## config.mk

```make
export PLATFORM = sky130hd
export DESIGN_NAME = bp_be_late_wb_arbiter
export DESIGN_NICKNAME = d
export VERILOG_FILES = /design/src/rtl/bp_be_pkg.sv /design/src/rtl/bp_be_late_wb_fifo.sv /design/src/rtl/bp_be_late_wb_arbiter.sv
export SDC_FILE = /design/constraint.sdc
export NUM_CORES = 1
export LEC_CHECK = 0
export CELL_PAD_IN_SITES_DETAIL_PLACEMENT = 1
export CELL_PAD_IN_SITES_GLOBAL_PLACEMENT = 2
export CORE_MARGIN = 3
export CORE_UTILIZATION = 42
export CTS_CLUSTER_SIZE = 40
export DETAILED_ROUTE_END_ITERATION = 6
export PLACE_DENSITY = 0.95
export SKIP_CTS_REPAIR_TIMING = 1
export SLEW_MARGIN = 20
export SYNTH_ARGS = -nofsm -noshare
export SYNTH_HDL_FRONTEND = slang
export SYNTH_SLANG_ARGS = --single-unit
```

## constraint.sdc

```tcl
create_clock -name clk_i -period 6.2 [get_ports clk_i]
set_input_delay 0.62 -clock clk_i [delete_from_list [all_inputs] [get_ports clk_i]]
set_output_delay 0.62 -clock clk_i [all_outputs]
set_load 0.02 [all_outputs]
```

## src/rtl/bp_be_pkg.sv

```systemverilog
// ---------------------------------------------------------------------------
// bp_be_pkg
// Backend-wide types shared by the late-writeback path:
//   - bp_params_e       : processor configuration selector
//   - bp_be_wb_pkt_s    : register-file writeback packet
//   - bp_be_late_src_e  : which late source (memory / long-latency) was granted
//   - BP_BE_WB_PKT_WIDTH(vaddr) : flat width of a writeback packet
// ---------------------------------------------------------------------------
`ifndef BP_BE_WB_PKT_WIDTH_DEFINED
`define BP_BE_WB_PKT_WIDTH_DEFINED
// The packet layout does not depend on the virtual address width; the
// argument is kept so every caller uses the same macro signature.
`define BP_BE_WB_PKT_WIDTH(vaddr_width_mp) ($bits(bp_be_wb_pkt_s) + 0 * (vaddr_width_mp))
`endif

package bp_be_pkg;

    typedef enum logic [1:0] {
        e_bp_default_cfg = 2'd0,
        e_bp_sv48_cfg    = 2'd1
    } bp_params_e;

    localparam int reg_addr_width_gp = 5;
    localparam int dword_width_gp    = 64;
    localparam int fflags_width_gp   = 5;

    typedef struct packed {
        logic                         ird_w_v;
        logic                         frd_w_v;
        logic [reg_addr_width_gp-1:0] rd_addr;
        logic [dword_width_gp-1:0]    rd_data;
        logic                         fflags_w_v;
        logic [fflags_width_gp-1:0]   fflags;
    } bp_be_wb_pkt_s;

    typedef enum logic {
        e_late_src_mem  = 1'b0,
        e_late_src_long = 1'b1
    } bp_be_late_src_e;

    function automatic int bp_vaddr_width(bp_params_e cfg);
        int w;
        case (cfg)
            e_bp_sv48_cfg: w = 48;
            default:       w = 39;
        endcase
        return w;
    endfunction

endpackage

```

## src/rtl/bp_be_late_wb_fifo.sv

```systemverilog
// ---------------------------------------------------------------------------
// bp_be_late_wb_fifo
// Small in-order queue holding late writeback packets until the register
// file's late port accepts them.
//   clk_i, reset_n_i : clock, asynchronous active-low reset
//   enq_v_i/enq_pkt_i: write one packet at the write pointer (ignored if full)
//   ready_i          : consumer ready; dequeue = head valid & ready
//   full_o           : count == els_p
//   deq_o            : a dequeue happens at the next rising edge
//   head_v_o/head_pkt_o : queue head (packet forced to 0 while empty)
// ---------------------------------------------------------------------------
module bp_be_late_wb_fifo
    import bp_be_pkg::*;
#(
    parameter  int els_p        = 4,
    localparam int ptr_width_lp = $clog2(els_p),
    localparam int cnt_width_lp = ptr_width_lp + 1
)
(
    input  logic          clk_i,
    input  logic          reset_n_i,
    input  logic          enq_v_i,
    input  bp_be_wb_pkt_s enq_pkt_i,
    input  logic          ready_i,
    output logic          full_o,
    output logic          deq_o,
    output logic          head_v_o,
    output bp_be_wb_pkt_s head_pkt_o
);

    logic [ptr_width_lp-1:0] wptr_q, wptr_d;
    logic [ptr_width_lp-1:0] rptr_q, rptr_d;
    logic [cnt_width_lp-1:0] count_q, count_d;
    logic                    enq_ok;

    // Storage carries no reset; anything read from it is masked while empty.
    bp_be_wb_pkt_s mem_q [els_p];

    assign full_o     = (count_q == cnt_width_lp'(els_p));
    assign head_v_o   = (count_q != '0);
    assign deq_o      = head_v_o & ready_i;
    assign enq_ok     = enq_v_i & ~full_o;
    // Asynchronous read so a packet written on one edge is at the head on
    // the following cycle.
    assign head_pkt_o = head_v_o ? mem_q[rptr_q] : '0;

    always_comb begin
        wptr_d  = enq_ok ? wptr_q + 1'b1 : wptr_q;
        rptr_d  = deq_o  ? rptr_q + 1'b1 : rptr_q;
        count_d = count_q;
        case ({enq_ok, deq_o})
            2'b10:   count_d = count_q + 1'b1;
            2'b01:   count_d = count_q - 1'b1;
            default: count_d = count_q;
        endcase
    end

    always_ff @(posedge clk_i or negedge reset_n_i) begin
        if (!reset_n_i) begin
            wptr_q  <= '0;
            rptr_q  <= '0;
            count_q <= '0;
        end else begin
            wptr_q  <= wptr_d;
            rptr_q  <= rptr_d;
            count_q <= count_d;
        end
    end

    always_ff @(posedge clk_i) begin
        if (enq_ok) begin
            mem_q[wptr_q] <= enq_pkt_i;
        end
    end

endmodule

```

## src/rtl/bp_be_late_wb_arbiter.sv

```systemverilog
// ---------------------------------------------------------------------------
// bp_be_late_wb_arbiter
// Merges late writebacks from the memory pipe and the long-latency pipe into
// one queue feeding the register file's late write port, and emits a
// one-cycle scoreboard-clear pulse for each packet written back.
//   clk_i, reset_n_i            : clock, asynchronous active-low reset
//   mem_pkt_i/mem_v_i/mem_yumi_o   : memory-source packet, valid, consume
//   long_pkt_i/long_v_i/long_yumi_o: long-source packet, valid, consume
//   wb_pkt_o                    : queue head packet
//   late_iwb_v_o/late_fwb_v_o   : head valid for integer / FP register file
//   wb_ready_and_i              : late write port ready
//   clr_v_o/clr_rd_addr_o/clr_float_o : registered clear pulse for the
//                                 packet dequeued on the previous cycle
// ---------------------------------------------------------------------------
module bp_be_late_wb_arbiter
    import bp_be_pkg::*;
#(
    parameter  bp_params_e bp_params_p     = e_bp_default_cfg,
    parameter  int         fifo_els_p      = 4,
    localparam int         vaddr_width_p   = bp_vaddr_width(bp_params_p),
    localparam int         wb_pkt_width_lp = `BP_BE_WB_PKT_WIDTH(vaddr_width_p)
)
(
    input  logic                         clk_i,
    input  logic                         reset_n_i,

    input  logic [wb_pkt_width_lp-1:0]   mem_pkt_i,
    input  logic                         mem_v_i,
    output logic                         mem_yumi_o,

    input  logic [wb_pkt_width_lp-1:0]   long_pkt_i,
    input  logic                         long_v_i,
    output logic                         long_yumi_o,

    output logic [wb_pkt_width_lp-1:0]   wb_pkt_o,
    output logic                         late_iwb_v_o,
    output logic                         late_fwb_v_o,
    input  logic                         wb_ready_and_i,

    output logic                         clr_v_o,
    output logic [reg_addr_width_gp-1:0] clr_rd_addr_o,
    output logic                         clr_float_o
);

    bp_be_late_src_e              last_grant_q, last_grant_d;
    logic                         clr_v_q, clr_v_d;
    logic [reg_addr_width_gp-1:0] clr_rd_addr_q, clr_rd_addr_d;
    logic                         clr_float_q, clr_float_d;

    logic          fifo_full;
    logic          fifo_deq;
    logic          head_v;
    bp_be_wb_pkt_s head_pkt;
    bp_be_wb_pkt_s enq_pkt;
    logic          space;
    logic          grant_mem;
    logic          grant_long;

    // Grants look only at the valids and registered occupancy, never at the
    // consumer ready, so there is no combinational path ready -> yumi.
    // Gating with reset_n_i keeps both yumis low while reset is held even
    // though the flops are already cleared.
    assign space = ~fifo_full & reset_n_i;

    always_comb begin
        grant_mem    = 1'b0;
        grant_long   = 1'b0;
        last_grant_d = last_grant_q;
        enq_pkt      = bp_be_wb_pkt_s'(mem_pkt_i);
        if (space) begin
            // Round-robin: on contention the source not granted last wins.
            if (mem_v_i && (!long_v_i || (last_grant_q == e_late_src_long))) begin
                grant_mem = 1'b1;
            end else if (long_v_i) begin
                grant_long = 1'b1;
            end
        end
        if (grant_mem) begin
            last_grant_d = e_late_src_mem;
        end else if (grant_long) begin
            last_grant_d = e_late_src_long;
            enq_pkt      = bp_be_wb_pkt_s'(long_pkt_i);
        end
    end

    always_comb begin
        clr_v_d       = fifo_deq;
        clr_rd_addr_d = clr_rd_addr_q;
        clr_float_d   = clr_float_q;
        if (fifo_deq) begin
            clr_rd_addr_d = head_pkt.rd_addr;
            clr_float_d   = head_pkt.frd_w_v;
        end
    end

    always_ff @(posedge clk_i or negedge reset_n_i) begin
        if (!reset_n_i) begin
            last_grant_q  <= e_late_src_long;
            clr_v_q       <= 1'b0;
            clr_rd_addr_q <= '0;
            clr_float_q   <= 1'b0;
        end else begin
            last_grant_q  <= last_grant_d;
            clr_v_q       <= clr_v_d;
            clr_rd_addr_q <= clr_rd_addr_d;
            clr_float_q   <= clr_float_d;
        end
    end

    bp_be_late_wb_fifo #(
        .els_p (fifo_els_p)
    ) u_fifo (
        .clk_i      (clk_i),
        .reset_n_i  (reset_n_i),
        .enq_v_i    (grant_mem | grant_long),
        .enq_pkt_i  (enq_pkt),
        .ready_i    (wb_ready_and_i),
        .full_o     (fifo_full),
        .deq_o      (fifo_deq),
        .head_v_o   (head_v),
        .head_pkt_o (head_pkt)
    );

    assign mem_yumi_o    = grant_mem;
    assign long_yumi_o   = grant_long;
    assign wb_pkt_o      = head_pkt;
    assign late_iwb_v_o  = head_v & ~head_pkt.frd_w_v;
    assign late_fwb_v_o  = head_v &  head_pkt.frd_w_v;
    assign clr_v_o       = clr_v_q;
    assign clr_rd_addr_o = clr_rd_addr_q;
    assign clr_float_o   = clr_float_q;

endmodule

```

==> results by stage <==
Status:
- The run finished with clean final reports.

Die:
- The total die area is ~0.034 sq mm.
- The floorplan step set the die height to between 150 and 200 microns.
- The initial core utilization is 0.431.
- For this design the top-level I/O count stands at 247.
- The die is approximately 180 microns wide.
- In this run the core area contains between 60 and 70 standard-cell rows.
- The area of the placeable core is approximately 0.031 sq mm.

Timing:
- The clock period could shrink to just under 4 ns.
- The final period utilization is 0.627.
- The transition at the pin with the smallest max-transition slack is between 0.8 and 0.9 ns.
- Based on the critical path, the design can be clocked at up to roughly 0.26 GHz.
- The worst relative slew slack is 0.443.
- On the final layout, the worst clock skew is between 0.02 and 0.025 ns.
- Setup repair after global routing left no endpoint under its margin.
- Setup violations remaining at the end of the flow were counted as 0.
- The number of hold violations in the final report came to 0.
- Final hold analysis gives a worst-case slack of slightly below 0.5 ns.
- The max-slew violation count is 0.
- The slack of the critical path is about 2.3 ns.
- Setup total negative slack on the finished layout was measured at 0 ns.

Power and ir drop:
- The switching power is approximately 2.6 mW.
- In this run the power density over the cells is 480 mW/mm^2.
- The overall power of the completed layout is approximately 8.3 mW.
- The proportion of total power due to net switching is 0.316.
- The combinational share of power is 0.388.
- The share of total power dissipated in the clock network is 0.234.
- IR analysis of the VDD net gives a maximum drop of between 200 and 250 uV.
- Internal power comes to roughly 5.7 mW.
- The share of total power dissipated in sequential elements is 0.378.
- In this run the static leakage power is around 5.7 nW.

Synth:
- Counting instances in the post-synthesis netlist gives the leading cell types as sky130_fd_sc_hd__edfxtp_1, sky130_fd_sc_hd__and2_1, sky130_fd_sc_hd__mux4_2.
- The predominant post-synthesis flop cell is sky130_fd_sc_hd__edfxtp_1.
- Synthesis produced ~640 cells.
- The sequential fraction of the synthesis area is 0.723.
- Yosys mapped the design onto 33 distinct sky130hd cell types.
- The register bit total from synthesis is between 300 and 400.
- After synthesis, the cell types taking the most area are sky130_fd_sc_hd__edfxtp_1, sky130_fd_sc_hd__mux4_2, sky130_fd_sc_hd__mux2_2.
- sky130_fd_sc_hd__edfxtp_1 takes more of the synthesized area than any other cell.
- The cell area after technology mapping is approximately 0.013 sq mm.
- The number of warnings issued by yosys is 0.
- The average instance area after synthesis is approximately 21 sq um.
- The share of synthesized area in the top cell type comes to 0.695.
- The number of nets produced by synthesis is around 800.
- Of all flip-flops after synthesis, the portion carrying an async set or reset was 0.0464.
- The number of enable flip-flop cells after synthesis is roughly 310.
- The most common cell in the synthesized netlist is sky130_fd_sc_hd__edfxtp_1.

Setup path:
- The setup path with the least slack is of type reg -> out.
- The worst register-to-register path ends at u_fifo.count_q[2]$_DFFE_PN0P_.
- The data arrival time of the critical path is around 3.3 ns.
- The maximum fanout along the worst path is 42.
- The data required time of the worst path is approximately 5.6 ns.
- The nature of the critical path endpoint is an output pin.
- The slack of the worst reg-to-reg path is ~3 ns.
- The worst register-to-register path begins at u_fifo.count_q[0]$_DFFE_PN0P_.
- Measured in cells, the most critical reg-to-reg path has a length of 10.
- The launching element type of the critical path is a flop.

Routing:
- For this block, the via count after detailed routing is around 6900.
- After detailed routing, the total wire length is 30.7 mm.
- The routed length per placed instance is roughly 23 microns.
- The first routing iteration left between 300 and 400 violations.
- The top routing layer in use is met4.
- In the routed layout, each cell is associated on average with a via count of 5.23.
- The remaining antenna violation count after routing is 0.
- The first detailed-routing pass took 4 iterations.
- Wire segments on met3 add up to 2.01 mm in the final route.
- Summed over all nets, wire length on met2 after detailed routing comes to 16.1 mm.
- The met1 routed wirelength after detailed routing is approximately 12 mm.
- The total DRC errors in the routed layout is 0.

Layout:
- The final layout net count is between 1000 and 1500.
- Fill cells in the final layout number ~2800.
- Of the cells placed in the final design, the portion with a size suffix greater than 1 is 0.227.
- The number of antenna diodes in the final layout is 0.
- The area of all sequential standard cells is a little under 0.01 sq mm.
- The multi-input combinational cells in the finished layout cover a total of 0.00345 sq mm.
- Leaving out filler cells and counting taps, the final layout contains about 1300.
- After routing the design area is roughly 0.017 sq mm.
- The area growth from synthesis to layout is 29.4%.
- The core occupancy in the finished layout is 0.557.

CTS:
- CTS saw between 300 and 400 sinks.
- After clock tree synthesis, the clock-pin slew on the worst setup and hold paths is approximately 0.050 ns.
- In this run the clock root is driven by a sky130_fd_sc_hd__clkbuf_16.
- The H-tree was split into 2 levels.
- The clock latency reported for the late side of the worst-skew pair is slightly above 0.5 ns.
- TritonCTS built the clock tree.
- The longest clock path from root to sink contains 3 buffers.
- The number of clock buffers inserted by TritonCTS is 35.

Global routing:
- The global-route wire length before repair is around 47 mm.
- The total routing resource utilization after global routing is 0.182.
- The initial antenna violation count came to 0.
- For this run the aggregate overflow at the end of global routing stands at 0.
- Entering global routing, the biggest net connects 50 pins.
- The number of global-route vias before repair is between 7000 and 8000.

Place:
- Detailed placement ended at an HPWL of approximately 19 mm.
- The placed instances occupy a cell area of 0.0162 sq mm.
- Including well taps, the total number of placed cells is approximately 1300.
- The congestion estimate from routability-driven global placement came to approximately 0.66.
- The count of buffers added on input and output ports is roughly 250.
- The worst slack after detailed placement is approximately 2.7 ns.

Flow run:
- The max-capacitance violation count is 0.

Min path:
- The class of the most critical hold timing path is in -> async.
layer usage:
layer,up-vias,global-route usage
met2,221,0.327
met1,3540,0.225
met3,43,0.0443
li1,3052,-
met5,-,0
met4,0,0.0411
worst max-delay path: stages (launching register included):
cell                              delay, ns
sky130_fd_sc_hd__dfrtp_4               0.95
sky130_fd_sc_hd__buf_12                0.39
sky130_fd_sc_hd__mux4_2                0.60
sky130_fd_sc_hd__and2_1                0.19
sky130_fd_sc_hd__clkdlybuf4s50_1       0.54
placed cells by master (no fill, tap or decap), types with 2 or more instances in the layout:
cell	Yosys	final
sky130_fd_sc_hd__and2_1	81	77
sky130_fd_sc_hd__mux4_2	77	77
sky130_fd_sc_hd__clkinv_1	0	5
sky130_fd_sc_hd__nand3_1	2	2
sky130_fd_sc_hd__clkbuf_1	14	8
sky130_fd_sc_hd__dfrtp_1	14	12
sky130_fd_sc_hd__mux2_2	65	65
sky130_fd_sc_hd__bufinv_16	0	2
sky130_fd_sc_hd__clkdlybuf4s50_1	0	246
sky130_fd_sc_hd__nand2_1	2	2
sky130_fd_sc_hd__and2_4	0	4
sky130_fd_sc_hd__mux2_1	19	19
sky130_fd_sc_hd__dfrtp_4	0	2
sky130_fd_sc_hd__clkbuf_16	0	37
sky130_fd_sc_hd__buf_4	7	9
sky130_fd_sc_hd__xor2_1	2	2
sky130_fd_sc_hd__inv_1	8	8
sky130_fd_sc_hd__clkinv_2	0	4
sky130_fd_sc_hd__clkinvlp_4	0	2
sky130_fd_sc_hd__ha_1	5	5
sky130_fd_sc_hd__nor2_1	2	2
sky130_fd_sc_hd__xnor2_1	4	4
sky130_fd_sc_hd__edfxtp_1	308	308
sequential cells by signal (all words and copies together) (netlist names):
| name | count |
|---|---|
| clr_rd_addr_o | 5 |
| clr_v_o | 1 |
| u_fifo.count_q | 3 |
| u_fifo.rptr_q | 2 |
| clr_float_o | 1 |
| u_fifo.mem_q | 308 |
| u_fifo.wptr_q | 2 |
| last_grant_q | 1 |
final cells by class:
cell class | count | share of cell area
Clock inverter | 13 | 0.00661
Clock buffer | 45 | 0.0555
Multi-Input combinational cell | 270 | 0.200
Sequential cell | 323 | 0.559
Timing Repair Buffer | 256 | 0.148
Inverter | 8 | 0.00174
Tap cell | 396 | 0.0288
logic make-up (layout without fill, tap and decap cells):
family / count (synthesis) / after routing / synth area share
DFF: 323 / 323 / 0.723
muxes: 162 / 162 / 0.202
and+or+nand+nor: 94 / 94 / 0.0446
buffers and inverters: 44 / 322 / 0.0190
adders and majority gates: 6 / 6 / 0.00620
xor gates and xnor gates: 6 / 6 / 0.00395
AOI/OAI and AO/OA: 2 / 2 / 0.00141
power groups by stage:
stage	sequential [mW]	clock [mW]	combinational (mW)
after floorplan	3.01	0	2.00
final	3.12	1.94	3.21
after global routing	3.17	2.07	3.43
after global placement	3.14	0	3.20
after CTS	3.14	2.00	3.28
after detailed placement	3.18	0	3.26
worst max path at each step:
stage	to	slack, ns	start
2_1_floorplan	u_fifo.mem_q[0][0]$_DFFE_PP_	3.03	u_fifo.count_q[2]$_DFFE_PN0P_
3_3_place_gp	u_fifo.mem_q[0][70]$_DFFE_PP_	2.77	reset_n_i
3_5_place_dp	u_fifo.mem_q[0][67]$_DFFE_PP_	2.71	reset_n_i
4_1_cts	late_fwb_v_o	2.20	u_fifo.rptr_q[0]$_DFFE_PN0P_
5_1_grt	wb_pkt_o[70]	2.09	u_fifo.rptr_q[0]$_DFFE_PN0P_
6_report	late_fwb_v_o	2.32	u_fifo.rptr_q[0]$_DFFE_PN0P_
No activity file was read; power rests on OpenSTA's default activity.
